$ cat src/rtl/booth_divider_seq_if.sv
// Handshake and operand/result bundle for the sequential signed divider.
// The master drives the request; the slave (the divider) returns results.
interface booth_divider_seq_if #(
  parameter int WIDTH = 8
);
  logic             start;
  logic [WIDTH-1:0] dividend;
  logic [WIDTH-1:0] divisor;
  logic             busy;
  logic             done;
  logic [WIDTH-1:0] quotient;
  logic [WIDTH-1:0] remainder;
  logic             div_by_zero;

  modport master (
    output start, dividend, divisor,
    input  busy, done, quotient, remainder, div_by_zero
  );

  modport slave (
    input  start, dividend, divisor,
    output busy, done, quotient, remainder, div_by_zero
  );
endinterface

$ cat src/rtl/booth_divider_seq.sv
// Sequential signed divider: one restoring step per clock on operand magnitudes,
// followed by sign correction. Truncates toward zero like Verilog / and %.
module booth_divider_seq #(
  parameter int WIDTH = 8
) (
  input logic                clk,
  input logic                rst_n,
  booth_divider_seq_if.slave bus
);
  localparam int CW = $clog2(WIDTH + 1);

  typedef enum logic [1:0] {IDLE, RUN, FIX} state_t;

  state_t           state, state_next;
  logic [CW-1:0]    count;
  logic [WIDTH-1:0] mag_d, mag_v, quotient_r, remainder_r;
  logic [WIDTH:0]   prem;
  logic [WIDTH+1:0] shifted, trial;
  logic             sign_q, sign_r, done_r, dbz_r;
  logic             accept, zero_div, last_iter;

  always_comb begin
    accept    = (state == IDLE) && bus.start;
    zero_div  = (bus.divisor == '0);
    last_iter = (count == CW'(WIDTH - 1));
    shifted   = {prem, mag_d[WIDTH-1]};
    trial     = shifted - {2'b00, mag_v};
  end

  always_ff @(posedge clk) begin
    if (!rst_n) state <= IDLE;
    else        state <= state_next;
  end

  always_comb begin
    state_next = state;
    case (state)
      IDLE:    if (accept && !zero_div) state_next = RUN;
      RUN:     if (last_iter) state_next = FIX;
      FIX:     state_next = IDLE;
      default: state_next = IDLE;
    endcase
  end

  always_comb begin
    bus.busy        = (state != IDLE);
    bus.done        = done_r;
    bus.quotient    = quotient_r;
    bus.remainder   = remainder_r;
    bus.div_by_zero = dbz_r;
  end

  // A zero divisor bypasses RUN and reports straight from IDLE on the start edge.
  always_ff @(posedge clk) begin
    if (!rst_n) begin
      count       <= '0;
      mag_d       <= '0;
      mag_v       <= '0;
      prem        <= '0;
      sign_q      <= 1'b0;
      sign_r      <= 1'b0;
      quotient_r  <= '0;
      remainder_r <= '0;
      dbz_r       <= 1'b0;
      done_r      <= 1'b0;
    end else begin
      done_r <= 1'b0;
      case (state)
        IDLE: begin
          if (accept) begin
            if (zero_div) begin
              quotient_r  <= '1;
              remainder_r <= bus.dividend;
              dbz_r       <= 1'b1;
              done_r      <= 1'b1;
            end else begin
              sign_q <= bus.dividend[WIDTH-1] ^ bus.divisor[WIDTH-1];
              sign_r <= bus.dividend[WIDTH-1];
              mag_d  <= bus.dividend[WIDTH-1] ? -bus.dividend : bus.dividend;
              mag_v  <= bus.divisor[WIDTH-1]  ? -bus.divisor  : bus.divisor;
              prem   <= '0;
              count  <= '0;
            end
          end
        end
        RUN: begin
          prem  <= trial[WIDTH+1] ? shifted[WIDTH:0] : trial[WIDTH:0];
          mag_d <= {mag_d[WIDTH-2:0], ~trial[WIDTH+1]};
          count <= count + 1'b1;
        end
        FIX: begin
          quotient_r  <= sign_q ? -mag_d : mag_d;
          remainder_r <= sign_r ? -prem[WIDTH-1:0] : prem[WIDTH-1:0];
          dbz_r       <= 1'b0;
          done_r      <= 1'b1;
        end
        default: ;
      endcase
    end
  end
endmodule

$ cat src/flat_wrapper.sv
// flat-port wrapper written by rule: the top's interface ports become plain ports
module booth_divider_seq_flat 
#(
  parameter int WIDTH = 8
)
  (clk, rst_n, bus_start, bus_dividend, bus_divisor, bus_busy, bus_done, bus_quotient, bus_remainder, bus_div_by_zero);
  booth_divider_seq_if #(.WIDTH(WIDTH)) bus_i ();
  input logic clk;
  input logic rst_n;
  input wire logic [$bits(bus_i.start)-1:0] bus_start;
  input wire logic [$bits(bus_i.dividend)-1:0] bus_dividend;
  input wire logic [$bits(bus_i.divisor)-1:0] bus_divisor;
  output wire logic [$bits(bus_i.busy)-1:0] bus_busy;
  output wire logic [$bits(bus_i.done)-1:0] bus_done;
  output wire logic [$bits(bus_i.quotient)-1:0] bus_quotient;
  output wire logic [$bits(bus_i.remainder)-1:0] bus_remainder;
  output wire logic [$bits(bus_i.div_by_zero)-1:0] bus_div_by_zero;
  assign bus_i.start = bus_start;
  assign bus_i.dividend = bus_dividend;
  assign bus_i.divisor = bus_divisor;
  assign bus_busy = bus_i.busy;
  assign bus_done = bus_i.done;
  assign bus_quotient = bus_i.quotient;
  assign bus_remainder = bus_i.remainder;
  assign bus_div_by_zero = bus_i.div_by_zero;
  booth_divider_seq #(.WIDTH(WIDTH)) u_core (.clk(clk), .rst_n(rst_n), .bus(bus_i));
endmodule
$ cat config.mk
export PLATFORM = sky130hd
export DESIGN_NAME = booth_divider_seq_flat
export DESIGN_NICKNAME = d
export VERILOG_FILES = /design/src/rtl/booth_divider_seq_if.sv /design/src/rtl/booth_divider_seq.sv /design/src/flat_wrapper.sv
export SDC_FILE = /design/constraint.sdc
export NUM_CORES = 1
export LEC_CHECK = 0
export BUFFER_PORTS_ARGS = -buffer_cell sky130_fd_sc_hd__buf_4
export CAP_MARGIN = 30
export CORE_ASPECT_RATIO = 1.1
export CORE_UTILIZATION = 50
export DETAILED_ROUTE_END_ITERATION = 7
export HOLD_SLACK_MARGIN = 0.03
export PLACE_DENSITY_LB_ADDON = 0.3
export SYNTH_ARGS = -nofsm -noshare
export SYNTH_HDL_FRONTEND = slang
export SYNTH_SLANG_ARGS = --single-unit
$ cat constraint.sdc
create_clock -name clk -period 3.3 [get_ports clk]
set_clock_uncertainty 0.1 [all_clocks]
set_input_delay 0.66 -clock clk [delete_from_list [all_inputs] [get_ports clk]]
set_output_delay 0.66 -clock clk [all_outputs]
set_load 0.01 [all_outputs]
# Yosys cells after proc, flatten, opt, wreduce, memory -nomap -nowiden
# Cells that the tools add are included.
[totals] ff_bits=51 output_inout_bits=19
[classes] n_addsub=6 n_eq_ne=8 mux=29 bitwise=3 n_reduce_logical=12
[ops] op="two-way mux 8 bit" count=10
[ops] op="case mux 8 bit (2 select lines)" count=3
[ops] op="negation 8 bit" count=4
[ops] op="two-way mux 9 bit" count=3
[ops] op="case mux 9 bit (2 select lines)" count=1
[ops] op="subtractor 10 x 8 -> 10 bit" count=1
[ops] op="AND reduction 3 bit" count=3
[ops] op="zero test 8 bit" count=1
[ops] op="two-way mux 4 bit" count=2
[ops] op="case mux 4 bit (2 select lines)" count=1
[ops] op="!= test 2 x 1 -> 1 bit, second input constant" count=3
[ops] op="nonzero test 2 bit" count=3
[ops] op="adder 4 x 1 -> 4 bit, second input constant" count=1
[ops] op="== test 4 x 3 -> 1 bit, second input constant" count=1
[ops] op="two-way mux 1 bit" count=4
[ops] op="two-way mux 2 bit" count=2
[ops] op="!= test 2 bit, second input constant" count=2
[ops] op="case mux 1 bit (2 select lines)" count=2
[ops] op="case mux 2 bit (2 select lines)" count=1
[ops] op="== test 2 x 1 -> 1 bit, second input constant" count=1
[ops] op="== test 2 bit, second input constant" count=1
[ops] op="logical AND 1 bit" count=2
[ops] op="zero test 2 bit" count=1
[ops] op="NOT 1 bit" count=2
[ops] op="other kinds (3)" count=3

# Longest topological paths before layout
# Gate-level depths: netlist of run 1.
[logic_depth] ltp_word=5 depth_mapped=10 ltp_nobuf=10

# Least setup slack after synthesis of run 1
# No wires, ideal clock.
[synth_path] kind="register to register" start="register u_core.prem[0]" end="register u_core.prem[6]" arrival_ps=2152 required_ps=3080 path_slack_ps=928 path_stages_with_launch=9 synth_period_minus_slack_ps=2372 cell_sequence="dfxtp_1 ha_1 and2b_1 o2111ai_4 a31oi_4 or2_1 buf_6 o2111a_1 a211o_1"
[synth_via] elab_chain_len=3
[synth_lines] element="start: declaration" line="booth_divider_seq.sv:17" rtl="logic [WIDTH:0] prem;"
[synth_lines] element="start signal: assignment" line="booth_divider_seq.sv:87" rtl="prem <= trial[WIDTH+1] ? shifted[WIDTH:0] : trial[WIDTH:0];"
[synth_lines] element="subtractor 10 x 8 -> 10 bit" line="booth_divider_seq.sv:27" rtl="trial = shifted - {2'b00, mag_v};"
[synth_lines] element="two-way mux 9 bit" line="booth_divider_seq.sv:87"
[synth_lines] element="case mux 9 bit (2 select lines)" line="booth_divider_seq.sv:68" rtl="case (state)"
# No other way between the ends.
# A chain may end at the register's enable or synchronous reset.

# Worst setup path after layout of run 1
[layout_path] start="register u_core.mag_d[7]" end="register u_core.prem[8]"
[layout_via] elab_chain_len=3
[layout_lines] element="start: declaration" line="booth_divider_seq.sv:16" rtl="logic [WIDTH-1:0] mag_d, mag_v, quotient_r, remainder_r;"
[layout_lines] element="start signal: assignment" line="booth_divider_seq.sv:79" rtl="mag_d <= bus.dividend[WIDTH-1] ? -bus.dividend : bus.dividend;"
[layout_lines] element="start signal: assignment" line="booth_divider_seq.sv:88" rtl="mag_d <= {mag_d[WIDTH-2:0], ~trial[WIDTH+1]};"
[layout_lines] element="subtractor 10 x 8 -> 10 bit" line="booth_divider_seq.sv:27"
[layout_lines] element="two-way mux 9 bit" line="booth_divider_seq.sv:87"
[layout_lines] element="case mux 9 bit (2 select lines)" line="booth_divider_seq.sv:68"
# No other way between the ends.

==> metrics, run 1 <==
Initial Utilization=52.48%; clock sink count=51; GPL Wtd Cong=0.8725; share of layout cells above drive strength 1=13.98%; Post-synth EDFFs=0; status=complete, no violations; Final Total Pwr=1.707 mW; Post-Syn Area=3289 sq um; Crit. End Element=flop; combinational fraction of design power=31.9%; switching power total=602.2 uW; vias per cell=5.878; Synth area leader=dfxtp_1; Clock Root Buffer=clkbuf_8; crit path time final=2.577 ns; initial antenna violation count=0; VDD IR-drop max=0.2407 mV; Max Freq=388.0 MHz; CP arrival=roughly 2.7 ns; Final Max Slew Viols=0; drt wl/cell=approximately 15 um; Setup crit end=u_core.prem[8]; Inserted Clock Buffers=5; final setup TNS=0 ns; post-CTS sizing=0; clock share of power=26.1%; cell with the most instances after synthesis=dfxtp_1; Core Footprint=6269 sq um; # DRC=0; Tightest Pin Transition=about 1.0 ns; number of iterations in the first detailed-routing pass=4; cell depth of the worst flop-to-flop path=10; Final period util=just under 80%; Layout area overhead=12.55%; Clock Path Buffers=2; DP HPWL=5.484 mm; final core occ=59.06%; Routed Antenna Nets=0; ANT cells=0; DIE WIDTH=79.34 um; Critical Path Start Type=flop; Worst-Skew Late Latency=0.31 ns; crit-path max FO=3; Post-synth ARST share=0%; register clock-pin slew on the reported worst setup and hold paths=0.10 ns; IO Port Bufs=37; Initial DRC Count=168; Synth top area share=31.04%; leading cell types by count after synthesis=51 x dfxtp_1, 48 x nand2_1, 22 x inv_1, 22 x nor2_1, 21 x clkbuf_1; gr ovfl total=0; Max Cap Viol=0; #FFs+latches synth=approximately 50; Rows=30; count of final setup violators=0; WL final=7.656 mm; Distinct cells, synth=56; RSZ-0062 raised after global routing=no; reg2reg setup slack=0.72 ns; kind of critical path=flop to flop; FF-to-FF Start=u_core.mag_d[7]; hold depth=1; Layout fillers=582; Vias=2951; syn_nets=433; Mean Syn Cell Area=8.224 sq um; Synth Instances=400; vias in the first global route=2738; Pwr per Cell Area=461.0 nW/um^2; Syn. warnings=0; Main synth FF type=dfxtp_1; pin count of the biggest net entering global routing=44; Die Area=6908 sq um; Synth area leaders=dfxtp_1 31%, nand2_1 5.5%, ha_1 4.9%, mux2i_1 4.9%, xnor2_1 4.0%; reg-to-reg endpoint=u_core.prem[8]; Sw Ratio=35.28%; post-synthesis sequential area ratio=31.04%; Hold Path Class=flop to flop; Post-CTS Setup Inserts=0; worst endpoint required time=3.41 ns; crit path from=u_core.mag_d[7]; CTS tree=built; Final Hold Viols=0; Die Y-Extent=87.07 um; num ports=38; H-tree Lvls=2; Slew HR=33.37%; Leak=between 1.5 and 2 nW; power share of the sequential group=42.0%; first-pass GRT wire length=12.72 mm; cts hold-fix bufs=0; Total GRT Usage=23.28%; internal power=1.105 mW; Final nets=454
[flip-flops by register name, indices dropped and copies added (netlist names)]
name / count
u_core.bus.div_by_zero: 1
u_core.bus.done: 1
u_core.bus.quotient: 8
u_core.bus.remainder: 8
u_core.count: 4
u_core.mag_d: 8
u_core.mag_v: 8
u_core.prem: 9
u_core.sign_q: 1
u_core.sign_r: 1
u_core.state: 2
[worst min-delay path by stage]
stage,startpoint,endpoint,slack [ns]
after global routing,u_core.mag_v[2],u_core.mag_v[2],0.42
after floorplan,u_core.count[3],u_core.state[1],0.33
after global placement,u_core.count[3],u_core.state[1],0.35
final,u_core.count[3],u_core.state[1],0.38
after CTS,u_core.count[3],u_core.state[1],0.38
after detailed placement,u_core.count[3],u_core.state[1],0.37
[metrics by stage]
stage               hold WS, ns  instances  setup slack [ns]  cell area, sq um
finish                   0.3844        502            0.7228              3702
floorplan                0.3299        400            0.9284              3289
global placement         0.3454        494            0.8328              3590
global route             0.4236        502            0.5797              3702
detailed placement       0.3654        494            0.7573              3590
CTS                      0.3754        502            0.7307              3702
[logic make-up (layout without fill, tap and decap cells)]
group,count (synthesis),count (layout),share of synthesized area [%]
AND/OR/NAND/NOR,154,154,24.00
AO/OA/AOI/OAI,86,86,20.58
flip-flops,51,51,31.04
buffers and inverters,50,72,6.162
XOR/XNOR,28,28,7.455
multiplexers,17,17,5.211
adder cells (fa/ha/maj),14,14,5.554
[critical path, cell delays in order (launching register included)]
cell and delay, ns:
dfxtp_1 0.33, inv_1 0.11, ha_1 0.18, inv_1 0.06, fa_1 0.40, a211oi_1 0.34, nor3b_1 0.13, nor4_1 0.18
nor2_1 0.09, o311a_1 0.29, a211o_1 0.26
[cells in the final DEF, fill, tap and decap left out, drive strengths merged, types with 5 or more instances in the layout]
cell type	instances
a31oi	5
nor3	8
xor2	13
a211o	5
mux2i	16
a222oi	5
nand2	48
nand4	9
nand3	8
o21ai	12
nor2b	13
clkbuf	5
nor2	23
or3	8
dfxtp	51
inv	22
xnor2	15
buf	42
ha	13
o211a	11
nand2b	7
o31ai	12
a21oi	14
and3	8
or2	5
[power groups by stage]
stage / Clock, mW / Combinational, mW / Sequential [mW]
2_1_floorplan: 0 / 0.463 / 0.692
3_3_place_gp: 0 / 0.523 / 0.728
3_5_place_dp: 0 / 0.537 / 0.730
4_1_cts: 0.454 / 0.539 / 0.715
5_1_grt: 0.483 / 0.594 / 0.724
6_report: 0.446 / 0.544 / 0.717
[metal layers]
metal | track usage (%) | vias up | part of all wire (%)
li1 | - | 1467 | -
met1 | 28.49 | 1407 | 45
met2 | 41.30 | 71 | 49
met3 | 3.560 | 6 | 4.6
met4 | 7.934 | 0 | 0.84
met5 | 0 | - | 0
[area by class of cell]
| type | instances | area (sq um) | area share [%] |
|---|---|---|---|
| inverter | 22 | 82.58 | 2.230 |
| multi-input combinational | 299 | 2071 | 55.93 |
| clock buffer | 5 | 68.82 | 1.859 |
| clock inverter | 3 | 43.79 | 1.183 |
| tap | 80 | 100.1 | 2.704 |
| timing repair buffer | 42 | 315.3 | 8.516 |
| sequential | 51 | 1021 | 27.58 |
(Power assumes the default switching activity.)
==> run 2: changes to the inputs <==
ABC_AREA = 1   (was not set)
clock period = 2.35 ns   (was 3.3 ns; I/O delays follow)
==> run 2 against run 1 <==
Compared with the run above: first-iteration DRC count is 15% lower; critical path type unchanged; core utilization shrank 0.52 points; worst hold slack worse by 0.034 ns; die area down 2.5%; non-clock buffer count increased by 1; combinational power grew to 3.6 times the previous value; count of clock-buffer cells in the layout rose by 1; critical endpoint is now u_core.prem[0]; synthesized cell count is 19% higher; cell area down 2.1%; cell count grew 17%.
==> metrics, run 2 <==
status=complete, no violations; placed insts=582; cts hold-fix bufs=0; Syn. warnings=0; max reg flops=9; commonest cells after routing, fill and taps aside=102 x nand2_1, 65 x inv_1, 51 x dfxtp_1; CP dominant cell by count=nand2_1; WL final=7.915 mm; gr ovfl total=0; ANT cells=0; first-pass GRT wire length=roughly 13 mm; Critical Path Start Type=flop; number of iterations in the first detailed-routing pass=5; Final Total Pwr=about 3.6 mW; final setup TNS=0 ns; count of final setup violators=0; Clock Path Buffers=2; kind of critical path=flop to flop; Clock Root Buffer=clkbuf_8; GPL Wtd Cong=0.8831; Inserted Clock Buffers=5; mux cell area share after synthesis=0%; Initial DRC Count=between 100 and 150; DP HPWL=5.911 mm; Post-synth ARST share=0%; Synth Area in XOR/XNOR=4.100%; Synth area leaders=dfxtp_1 32%, nand2_1 12%, inv_1 7.6%, nand3_1 7.0%, a21oi_1 6.9%; final core occ=between 50 and 60%; vias per cell=5.351; Die Y-Extent=85.96 um; Final Max Slew Viols=0; num ports=38; Vias=3152; Synth top area share=31.86%; Simple-Gate Fraction of Synth Area=28.97%; CP arrival=2.13 ns; Initial Utilization=51.74%; Compound-Gate Fraction of Synth Area=18.31%; post-CTS sizing=0; worst endpoint required time=2.48 ns; DIE WIDTH=roughly 78 um; Synth area leader=dfxtp_1; crit path time final=2.006 ns; Post-synth EDFFs=0; post-synthesis sequential area ratio=a little under a third; most crowded layer after global routing=met2; placed instance area=roughly 3500 sq um; Max Freq=roughly 500 MHz; #FFs+latches synth=51; drt wl/cell=around 13 um; Reg with most FFs=u_core.prem; IO Port Bufs=37; Rows=30; Final period util=85.36%; worst setup margin=0.3440 ns; vias in the first global route=2974; Crit. End Element=flop; CP peak stage delay=approximately 0.45 ns; crit-path max FO=6; cell chain of the critical path=ha_1 > nand2_1 > inv_1 > nand2_1 > nand2_1 > nand2_2 > nand4_1 > nand3_1 > nand3_1 > a21oi_1; RSZ-0062 raised after global routing=no; # DRC=0; clock sink count=51; Max Cap Viol=0; H-tree Lvls=2; Non-Filler Instances=a little under 600; Final Hold Viols=0; register clock-pin slew on the reported worst setup and hold paths=~0.09 ns; Total GRT Usage=25.04%; GR Layer Usage met1=30.78%; GR Util met3=under 10%; initial antenna violation count=0; Pwr per Cell Area=985.6 nW/um^2; share of layout cells above drive strength 1=13.95%; Leak=1.677 nW; CTS tree=built; Tightest Pin Transition=0.9823 ns; Worst-Skew Late Latency=0.30 ns; Post-Syn Area=3204 sq um; commonest non-fill, non-tap cell in the layout=nand2_1; largest family of logic cells by synthesized area=simple AND/OR/NAND/NOR gates; Synth Instances=475; Post-Place Worst Slack=between 0.15 and 0.2 ns; Distinct cells, synth=38; Final nets=approximately 540; Routed Antenna Nets=0; GR Util met2=between 40 and 50%; Slew HR=34.50%; Slowest-stage cell, CP=dfxtp_1; Post-CTS Setup Inserts=0; WHS=0.3502 ns; cell with the most instances after synthesis=nand2_1; Layout area overhead=13.16%; Core Footprint=6193 sq um; Main synth FF type=dfxtp_1; VDD IR-drop max=0.5005 mV; Hold Path Class=primary input to flop; Mean Syn Cell Area=6.746 sq um; Final Cell Area=3626 sq um; pin count of the biggest net entering global routing=30; leading cell types by count after synthesis=102 x nand2_1, 65 x inv_1, 51 x dfxtp_1; Adder-Cell Fraction of Synth Area=5.701%; Die Area=a little under 7000 sq um; syn_nets=about 510
==> run 2: kinds of logic after synthesis <==
group | after synthesis
xor+xnor | 15
compound gates | 107
flops | 51
simple gates | 202
buf+inv | 86
fa+ha+maj | 14
==> run 2: worst paths after layout <==
path                           start                       to  slack, ns  cells after the start
min reg2reg  u_core.bus.remainder[6]  u_core.bus.remainder[6]       0.37                      2
max                   u_core.prem[3]           u_core.prem[0]       0.34                     10
max reg2reg           u_core.prem[3]           u_core.prem[0]       0.34                     10
min                   bus_divisor[0]          u_core.mag_v[0]       0.35                      3
==> run 2: area by class of cell <==
| class | count | area, sq um |
|---|---|---|
| Clock buffer | 6 | 82.58 |
| Clock inverter | 1 | 5.005 |
| Fill cell | 610 | 2567 |
| Inverter | 70 | 265.3 |
| Multi-Input combinational cell | 338 | 1829 |
| Sequential cell | 51 | 1021 |
| Tap cell | 80 | 100.1 |
| Timing Repair Buffer | 43 | 322.8 |
==> run 2: where the power goes <==
group          total (mW)  internal [mW]  leakage (nW)  switching, mW
registers            1.08          0.961         0.415          0.118
logic                1.98          0.729          1.21           1.25
clock network       0.513          0.232        0.0470          0.281
==> run 2: per-layer routing <==
metal	up-vias	routed length, um
met3	16	366
met5	-	0
met1	1428	3493
met4	0	150
met2	79	3904
li1	1629	-
==> run 2: critical path: cells and delay by family (launching register included) <==
kind | cells | cell delay [ns]
buffers and inverters | 1 | 0.06
DFF | 1 | 0.45
adders and majority gates | 1 | 0.32
and+or+nand+nor | 7 | 0.87
AOI/OAI and AO/OA | 1 | 0.14
==> run 3: changes to the inputs <==
CORE_ASPECT_RATIO = not set   (was 1.1)
==> run 3 against run 2 <==
Compared with the run above: critical path depth did not move; count of clock-buffer cells in the layout did not move; sequential power barely moved; cell count fell by 1.2%; via count barely moved; highest routed layer unchanged; cell area rose by 0.14%; worst hold slack got worse by 0.023 ns; flip-flop and latch count did not move; non-clock buffer count fell by 3; first-iteration DRC count rose by 20%.
==> metrics, run 3 (synthesis gave the netlist of run 2 again) <==
count of final setup violators=0; VDD IR-drop max=0.7413 mV; commonest cells after routing, fill and taps aside=102 x nand2_1, 65 x inv_1, 51 x dfxtp_1; WL final=7.748 mm; Slowest-stage cell, CP=dfxtp_1; cell chain of the critical path=ha_1 > nand2_1 > inv_1 > nand2_1 > nand2_1 > nand2_2 > nand4_1 > nand3_1 > nand3_1 > a21oi_1; pin count of the biggest net entering global routing=30; worst endpoint required time=2.48 ns; Final Cell Area=3631 sq um; max reg flops=9; num ports=38; cts hold-fix bufs=0; CP peak stage delay=0.46 ns; CTS tree=built; Total GRT Usage=25.08%; DP HPWL=5.882 mm; Final Max Slew Viols=0; status=complete, no violations; Slew HR=between 30% and 40%; CP dominant cell by count=nand2_1; Max Freq=480.3 MHz; Post-CTS Setup Inserts=0; vias per cell=between 5 and 6; Reg with most FFs=u_core.prem; M1 wire length=3.687 mm; Final Hold Viols=0; Pwr per Cell Area=about 1000 nW/um^2; crit path time final=2.082 ns; Die Area=6733 sq um; Leak=1.679 nW; area of the multi-input gates=1829 sq um; ANT cells=0; initial antenna violation count=0; Die Y-Extent=82.06 um; share of layout cells above drive strength 1=13.61%; Vias=about 3200; Inserted Clock Buffers=5; final setup TNS=0 ns; # DRC=0; Crit. End Element=flop; gr ovfl total=0; Initial DRC Count=roughly 170; Tightest Pin Transition=0.9817 ns; Final period util=roughly nine tenths; Core Footprint=6061 sq um; placed instance area=3510 sq um; commonest non-fill, non-tap cell in the layout=nand2_1; Reg area=1021 sq um; Final nets=539; first-pass GRT wire length=13.06 mm; Rows=28; Routed met2 length=3.551 mm; Initial Utilization=a little over half; RSZ-0062 raised after global routing=no; number of iterations in the first detailed-routing pass=5; kind of critical path=flop to flop; H-tree Lvls=2; clock sink count=51; WL met3=about 440 um; DR top layer=met4; vias in the first global route=2886; CP arrival=2.22 ns; Layout area overhead=13.32%; CP bufs+invs=1; Routed Antenna Nets=0; Max Cap Viol=0; Hold Path Class=primary input to flop; GPL Wtd Cong=0.9212; crit-path max FO=6; Worst-Skew Late Latency=roughly 0.31 ns; Clock Root Buffer=clkbuf_8; Critical Path Start Type=flop; Layout fillers=578; register clock-pin slew on the reported worst setup and hold paths=0.10 ns; drt wl/cell=13.31 um; Crit path max-delay family=simple AND/OR/NAND/NOR gates; IO Port Bufs=37; DIE WIDTH=82.06 um; final core occ=59.91%; Clock Path Buffers=2; post-CTS sizing=0
==> run 3: final timing paths <==
path                                          endpoint                    from  slack, ns  cells after the start
worst max-delay path                    u_core.prem[0]          u_core.prem[2]       0.27                     10
worst min-delay path                   u_core.mag_v[0]          bus_divisor[0]       0.33                      3
worst max register to register          u_core.prem[0]          u_core.prem[2]       0.27                     10
worst min register to register  u_core.bus.div_by_zero  u_core.bus.div_by_zero       0.37                      2
==> run 3: through the flow <==
step / std cells / hold WS [ns] / setup slack [ns] / power (mW)
floorplan: 475 / 0.3403 / 0.5977 / 2.660
global placement: 574 / 0.3550 / 0.2714 / 2.985
detailed placement: 574 / 0.3713 / 0.1974 / 3.026
CTS: 582 / 0.3350 / 0.3018 / 3.692
global route: 582 / 0.3501 / 0.1556 / 4.028
finish: 582 / 0.3271 / 0.2681 / 3.695
==> run 3: where the power goes <==
group          switching, mW  total (mW)  leakage (nW)  internal [mW]
clock                  0.313       0.664        0.0618          0.351
sequential             0.121        1.08         0.415          0.961
combinational           1.23        1.95          1.20          0.723
==> run 3: final cells by class <==
type / instances / share of cell area, %
multi-input combinational: 338 / 50.38
sequential: 51 / 28.12
timing repair buffer: 40 / 8.270
inverter: 70 / 7.305
tap: 75 / 2.584
clock buffer: 6 / 2.274
clock inverter: 2 / 1.068
==> run 3: layer usage <==
layer / vias to the layer above / track usage (%)
met1: 1419 / 33.89
met2: 101 / 41.57
met4: 0 / 6.316
met5: - / 0
li1: 1625 / -
met3: 5 / 3.556
==> run 3: worst register-to-register path, delay by kind of cell (launching register included) <==
kind / cells / cell delay [ns]
flops: 1 / 0.46
fa+ha+maj: 1 / 0.33
compound gates: 1 / 0.15
buf+inv: 1 / 0.06
simple gates: 7 / 0.91
